**config.mk**
```make
export PLATFORM = sky130hd
export DESIGN_NAME = prog_issuer
export DESIGN_NICKNAME = d
export VERILOG_FILES = /design/src/rtl/prog_issuer.sv
export SDC_FILE = /design/constraint.sdc
export NUM_CORES = 1
export LEC_CHECK = 0
export ABC_AREA = 1
export BUFFER_PORTS_ARGS = -buffer_cell sky130_fd_sc_hd__buf_4
export CORE_ASPECT_RATIO = 1.75
export CORE_MARGIN = 1.5
export CORE_UTILIZATION = 35
export DETAILED_ROUTE_END_ITERATION = 12
export PLACE_DENSITY_LB_ADDON = 0.2
export SETUP_SLACK_MARGIN = 0.4
export SYNTH_ARGS = -nofsm -noshare
export SYNTH_HDL_FRONTEND = slang
export SYNTH_SLANG_ARGS = --single-unit
```
**constraint.sdc**
```tcl
create_clock -name fast_clk -period 4.1 [get_ports fast_clk]
set_input_delay 0.41 -clock fast_clk [delete_from_list [all_inputs] [get_ports fast_clk]]
set_output_delay 0.41 -clock fast_clk [all_outputs]
set_load 0.01 [all_outputs]
```
**src/rtl/prog_issuer.sv**
```systemverilog
// prog_issuer - instruction-issue front end for the ALU datapath.
//
// Holds a small loadable program of {opcd, in1, in2} words. It issues them
// one at a time over a valid/ready handshake and waits for each {resul, flag}
// response, which is logged per instruction index. A run stops on a HALT
// opcode, at the end of the program, or when a response times out.
//
// Ports:
//   fast_clk, rst         clock (rising edge), asynchronous active-high reset
//   start                 one-cycle run request (ignored while busy)
//   wr_en/wr_addr/wr_data program write port, {opcd, in1, in2}; ignored while busy
//   opcd/in1/in2          registered instruction fields presented to the datapath
//   issue_valid           instruction valid; issue_ready is the datapath accept
//   resul/flag/res_valid  datapath response, res_valid is a one-cycle strobe
//   i                     current instruction index (PC)
//   rd_addr/rd_data       combinational read of the {flag, resul} log
//   exec_count            instructions completed this run (saturating)
//   busy/done/err         run status; done and err hold until the next start
//   led                   flag of the most recently logged result
module prog_issuer #(
  parameter int               PROG_DEPTH = 8,
  parameter int               OPC_W      = 5,
  parameter int               OPD_W      = 2,
  parameter logic [OPC_W-1:0] HALT_OPC   = 5'h1F,
  parameter int               TIMEOUT    = 15
) (
  input  logic                              fast_clk,
  input  logic                              rst,
  input  logic                              start,
  input  logic                              wr_en,
  input  logic [$clog2(PROG_DEPTH)-1:0]     wr_addr,
  input  logic [OPC_W+2*OPD_W-1:0]          wr_data,
  output logic [OPC_W-1:0]                  opcd,
  output logic [OPD_W-1:0]                  in1,
  output logic [OPD_W-1:0]                  in2,
  output logic                              issue_valid,
  input  logic                              issue_ready,
  input  logic [OPD_W-1:0]                  resul,
  input  logic                              flag,
  input  logic                              res_valid,
  output logic [$clog2(PROG_DEPTH)-1:0]     i,
  input  logic [$clog2(PROG_DEPTH)-1:0]     rd_addr,
  output logic [OPD_W:0]                    rd_data,
  output logic [3:0]                        exec_count,
  output logic                              busy,
  output logic                              done,
  output logic                              err,
  output logic                              led
);

  localparam int IDX_W  = $clog2(PROG_DEPTH);
  localparam int WORD_W = OPC_W + 2*OPD_W;
  localparam int TMR_W  = 4;

  localparam logic [2:0] S_IDLE  = 3'd0;
  localparam logic [2:0] S_FETCH = 3'd1;
  localparam logic [2:0] S_ISSUE = 3'd2;
  localparam logic [2:0] S_WAIT  = 3'd3;
  localparam logic [2:0] S_DONE  = 3'd4;

  localparam logic [WORD_W-1:0] HALT_WORD = {HALT_OPC, {(2*OPD_W){1'b0}}};

  logic [2:0]        state_q, state_d;
  logic [OPC_W-1:0]  opcd_q, opcd_d;
  logic [OPD_W-1:0]  in1_q, in1_d;
  logic [OPD_W-1:0]  in2_q, in2_d;
  logic [IDX_W-1:0]  i_q, i_d;
  logic [3:0]        exec_count_q, exec_count_d;
  logic              err_q, err_d;
  logic              led_q, led_d;
  logic [TMR_W-1:0]  timer_q, timer_d;

  logic [WORD_W-1:0] prog_q [PROG_DEPTH];
  logic [WORD_W-1:0] prog_d [PROG_DEPTH];
  logic [OPD_W:0]    log_q  [PROG_DEPTH];
  logic [OPD_W:0]    log_d  [PROG_DEPTH];

  logic [WORD_W-1:0] fetch_word;
  logic              timer_expire;

  assign busy         = (state_q == S_FETCH) || (state_q == S_ISSUE) || (state_q == S_WAIT);
  assign fetch_word   = prog_q[i_q];
  // Last cycle of the timeout window: the timer has counted TIMEOUT-1 cycles
  // already, so leaving on this edge makes the window exactly TIMEOUT cycles.
  assign timer_expire = (timer_q == TMR_W'(TIMEOUT - 1));

  always_comb begin
    state_d      = state_q;
    opcd_d       = opcd_q;
    in1_d        = in1_q;
    in2_d        = in2_q;
    i_d          = i_q;
    exec_count_d = exec_count_q;
    err_d        = err_q;
    led_d        = led_q;
    timer_d      = timer_q;
    prog_d       = prog_q;
    log_d        = log_q;

    if (wr_en && !busy) begin
      prog_d[wr_addr] = wr_data;
    end

    case (state_q)
      S_IDLE, S_DONE: begin
        if (start) begin
          state_d      = S_FETCH;
          i_d          = '0;
          exec_count_d = '0;
          err_d        = 1'b0;
        end
      end
      S_FETCH: begin
        {opcd_d, in1_d, in2_d} = fetch_word;
        timer_d = '0;
        if (fetch_word[WORD_W-1 -: OPC_W] == HALT_OPC) begin
          state_d = S_DONE;
        end else begin
          state_d = S_ISSUE;
        end
      end
      S_ISSUE: begin
        timer_d = timer_q + 1'b1;
        // Timeout wins over a coincident handshake; responses are ignored here.
        if (timer_expire) begin
          err_d   = 1'b1;
          state_d = S_DONE;
        end else if (issue_ready) begin
          state_d = S_WAIT;
        end
      end
      S_WAIT: begin
        timer_d = timer_q + 1'b1;
        if (res_valid) begin
          log_d[i_q] = {flag, resul};
          led_d      = flag;
          if (exec_count_q != 4'hF) begin
            exec_count_d = exec_count_q + 1'b1;
          end
          if (i_q == IDX_W'(PROG_DEPTH - 1)) begin
            state_d = S_DONE;
          end else begin
            i_d     = i_q + 1'b1;
            state_d = S_FETCH;
          end
        end else if (timer_expire) begin
          err_d   = 1'b1;
          state_d = S_DONE;
        end
      end
      default: state_d = S_IDLE;
    endcase
  end

  always_ff @(posedge fast_clk or posedge rst) begin
    if (rst) begin
      state_q      <= S_IDLE;
      opcd_q       <= '0;
      in1_q        <= '0;
      in2_q        <= '0;
      i_q          <= '0;
      exec_count_q <= '0;
      err_q        <= 1'b0;
      led_q        <= 1'b0;
      timer_q      <= '0;
    end else begin
      state_q      <= state_d;
      opcd_q       <= opcd_d;
      in1_q        <= in1_d;
      in2_q        <= in2_d;
      i_q          <= i_d;
      exec_count_q <= exec_count_d;
      err_q        <= err_d;
      led_q        <= led_d;
      timer_q      <= timer_d;
    end
  end

  // Program and log storage are resettable registers (reset loads HALT into
  // every program slot), so they live in flops rather than block RAM.
  genvar gi;
  generate
    for (gi = 0; gi < PROG_DEPTH; gi++) begin : g_store
      always_ff @(posedge fast_clk or posedge rst) begin
        if (rst) begin
          prog_q[gi] <= HALT_WORD;
          log_q[gi]  <= '0;
        end else begin
          prog_q[gi] <= prog_d[gi];
          log_q[gi]  <= log_d[gi];
        end
      end
    end
  endgenerate

  assign opcd        = opcd_q;
  assign in1         = in1_q;
  assign in2         = in2_q;
  assign issue_valid = (state_q == S_ISSUE);
  assign i           = i_q;
  assign rd_data     = log_q[rd_addr];
  assign exec_count  = exec_count_q;
  assign done        = (state_q == S_DONE);
  assign err         = err_q;
  assign led         = led_q;

endmodule

```
==> summary.md <==
| Metric | Value |
|---|---|
| FF/Latch Area | 3080 µm² |
| CP top delay family | flip-flops |
| Peak Freq | 0.438 GHz |
| Syn Area/Cell | 8.38 µm² |
| Hold Vio Cnt, Final | 0 |
| Sequential share of power | a little over two fifths |
| Core area | ~16000 µm² |
| Initial antenna violation count | 0 |
| Min cycle time layout | 2.28 ns |
| Num CTS Buffers | 17 |
| Ys flop type | dfrtp_1 |
| CP startpoint kind | flip-flop |
| Most frequent cells in the layout | 245 x nand2_1, 81 x dfrtp_1, 71 x inv_1, 62 x o21ai_1, 50 x o21ai_0 |
| Clk pin slew, worst setup/hold paths | ~0.060 ns |
| Final setup fails | 0 |
| Slew headroom | 44.7% |
| Cts hold-fix bufs | 0 |
| Post-Synthesis Cells | 706 |
| Total clock sinks | 121 |
| GP Congestion | 0.843 |
| Detailed router's first-iteration violation count | 240 |
| Tcrit/Tclk final | 55.7% |
| Top Ports | 48 |
| Switching power | 0.00182 W |
| # nets final | 782 |
| CP Data Required Time | between 4 and 5 ns |
| Met3 WL | 451 µm |
| P_leak | about 3.4 nW |
| Async set or reset register ratio after synthesis | 100% |
| Util after Layout | 42.5% |
| Wl on met1 | 6060 µm |
| CTS Root Cell | clkbuf_16 |
| FILL cells | 1710 |
| Vias | 4824 |
| Clock latency on the worst-skew pair | 0.41 ns |
| Fin. max-slew vios | 0 |
| Max Used Layer | met4 |
| Area leader, netlist | dfrtp_1 |
| Post_cts resized | 0 |
| Area contributors post-synth | dfrtp_1 34%, dfstp_2 18%, nand2_1 16% |
| Clock power frac | 28.8% |
| Largest net degree at the start of global routing | 51 |
| Vias in the first global route | 4813 |
| Post-Route WL | 14800 µm |
| N_diodes | 0 |
| CTS H-tree lvls | 4 |
| Layout cells sized above 1 | 19.8% |
| Number of distinct library cells after synthesis | 40 |
| WP buf/inv | 2 |
| Pwr dens | 747 nW/µm² |
| Syn. warnings | 0 |
| Number of port buffers | 47 |
| Critical setup path kind | flip-flop to flip-flop |
| HP Class | input pin to async pin |
| DRT antenna net count | 0 |
| GRT Resource Usage Total | between 10% and 20% |
| # DRC | 0 |
| Post-synth net total | around 740 |
| Die height | approximately 170 µm |
| CP endpoint kind | flip-flop |
| #FFs+latches synth | 121 |
| Dpl hpwl | 10700 µm |
| Arr. time, crit path | roughly 2.6 ns |
| Sw frac | 34.8% |
| Hold slack | roughly 0.08 ns |
| Postcts setup bufs | 0 |
| Comb power frac | 29.4% |
| Final setup TNS | 0 ns |
| Share of the synthesized area in the top cell type | 34.3% |
| Average wire per cell in the routed design | 14.9 µm |
| Max_cap viols | 0 |
| Multi-input combinational cell area | 2370 µm² |
| Area growth syn-to-layout | 18.3% |
| Sequential area share after synthesis | 52.1% |
| RSZ-0062 raised after global routing | false |
| Full die area | approximately 18000 µm² |
| Std cell rows | 62 |
| Post-Route Skew | between 0.01 and 0.015 ns |
| Crit-path max FO | 27 |
| Slowest CP cell | dfrtp_1 |
| Initial Utilization | about 36% |
| Vias per cell | roughly 4.9 |
| CP Cell Sequence | inv_2, nand2_1, nand3_1, nand2_1, inv_1, nand2_1, nand2_1, nor2_2, nand2_1, nand2_1, nand2_1, nand2_1, nand2_1 |
| Drt first pass iters | 4 |
| Longest Clk Path Bufs | 2 |
| First-pass GRT wire length | 24600 µm |
| Grt total ovfl | 0 |
| EDFF count, synth | 0 |
| Tot Pwr | 0.00522 W |
| CTS tree | built |
| Peak supply drop | about 0.24 mV |
| Largest stage delay on the critical path | a little under 0.9 ns |
| Die span in x | 101 µm |
| Commonest non-fill, non-tap cell in the layout | nand2_1 |
| Met2 wire length | slightly below 8000 µm |
| Status | complete, no violations |
| Least-Margin Pin Slew | between 0.8 and 0.9 ns |
| Internal power | ~0.0034 W |
| Synthesized cell area | 5910 µm² |
| Top cell by count, worst path | nand2_1 |
path summary, 6_finish.rpt:
| check | startpoint | end | slack (ns) | cells after the start |
|---|---|---|---|---|
| min in group fast_clk | res_valid | state_q[0] | 0.21 | 2 |
| max | i[0] | state_q[1] | 1.82 | 13 |
| min | rst | prog_q[48] | 0.08 | 2 |
| max reg2reg | i[0] | state_q[1] | 1.82 | 13 |
| min reg2reg | prog_q[25] | prog_q[25] | 0.47 | 2 |
| max in group asynchronous | rst | prog_q[62] | 3.02 | 3 |
per-stage QoR:
stage	worst slack, ns	area, µm²	std cells
after floorplan	0.542	5910	706
after global placement	1.91	6400	958
after detailed placement	1.83	6400	958
after CTS	1.81	6990	990
after global routing	1.56	6990	990
final	1.82	6990	990
registers in the layout (all words and copies together), names as in the netlist:
name,count
in2,2
opcd,5
i,3
in1,2
led,1
timer_q,4
prog_q,72
log_q,24
exec_count,4
state_q,3
err,1
cell families after synthesis:
logic type / share of synthesized area [%]
AND/OR/NAND/NOR: 25.0
AO/OA/AOI/OAI: 13.9
flip-flops: 52.1
buffers and inverters: 7.83
adder cells (fa/ha/maj): 1.06
multiplexers: 0.169
synth_stat cells (2+ instances only):
| master | count |
|---|---|
| inv_1 | 72 |
| dfstp_2 | 40 |
| nand4_4 | 8 |
| o21ai_1 | 62 |
| nor2_1 | 46 |
| nand4_1 | 2 |
| o21ai_2 | 11 |
| a221oi_1 | 4 |
| buf_2 | 8 |
| a31oi_1 | 3 |
| a21oi_1 | 5 |
| ha_1 | 5 |
| buf_6 | 10 |
| nand3_1 | 19 |
| nor2_2 | 4 |
| inv_2 | 4 |
| dfrtp_1 | 81 |
| clkbuf_1 | 2 |
| nor3_1 | 4 |
| o22ai_1 | 3 |
| nand2_1 | 245 |
| o21ai_0 | 50 |
cell type report:
class,count,share of cell area [%]
repair buffers,49,5.26
well taps,224,4.01
flip-flops and latches,121,44.0
inverters,78,4.26
clock buffers,21,6.44
clock inverters,11,2.11
multi-input cells,486,33.9
per-layer routing:
| metal | up-vias | track usage (%) |
|---|---|---|
| li1 | 2376 | - |
| met1 | 2316 | 20.8 |
| met2 | 111 | 31.9 |
| met3 | 21 | 3.28 |
| met4 | 0 | 8.22 |
| met5 | - | 0 |
power groups by stage:
stage	Clock (W)	Sequential, W	Combinational, W
2_1_floorplan	0	0.00208	0.00117
3_3_place_gp	0	0.00219	0.00151
3_5_place_dp	0	0.00219	0.00155
4_1_cts	0.00153	0.00218	0.00156
5_1_grt	0.00159	0.00225	0.00178
6_report	0.00150	0.00218	0.00154
Note: power is estimated with default switching activity, not from simulation.
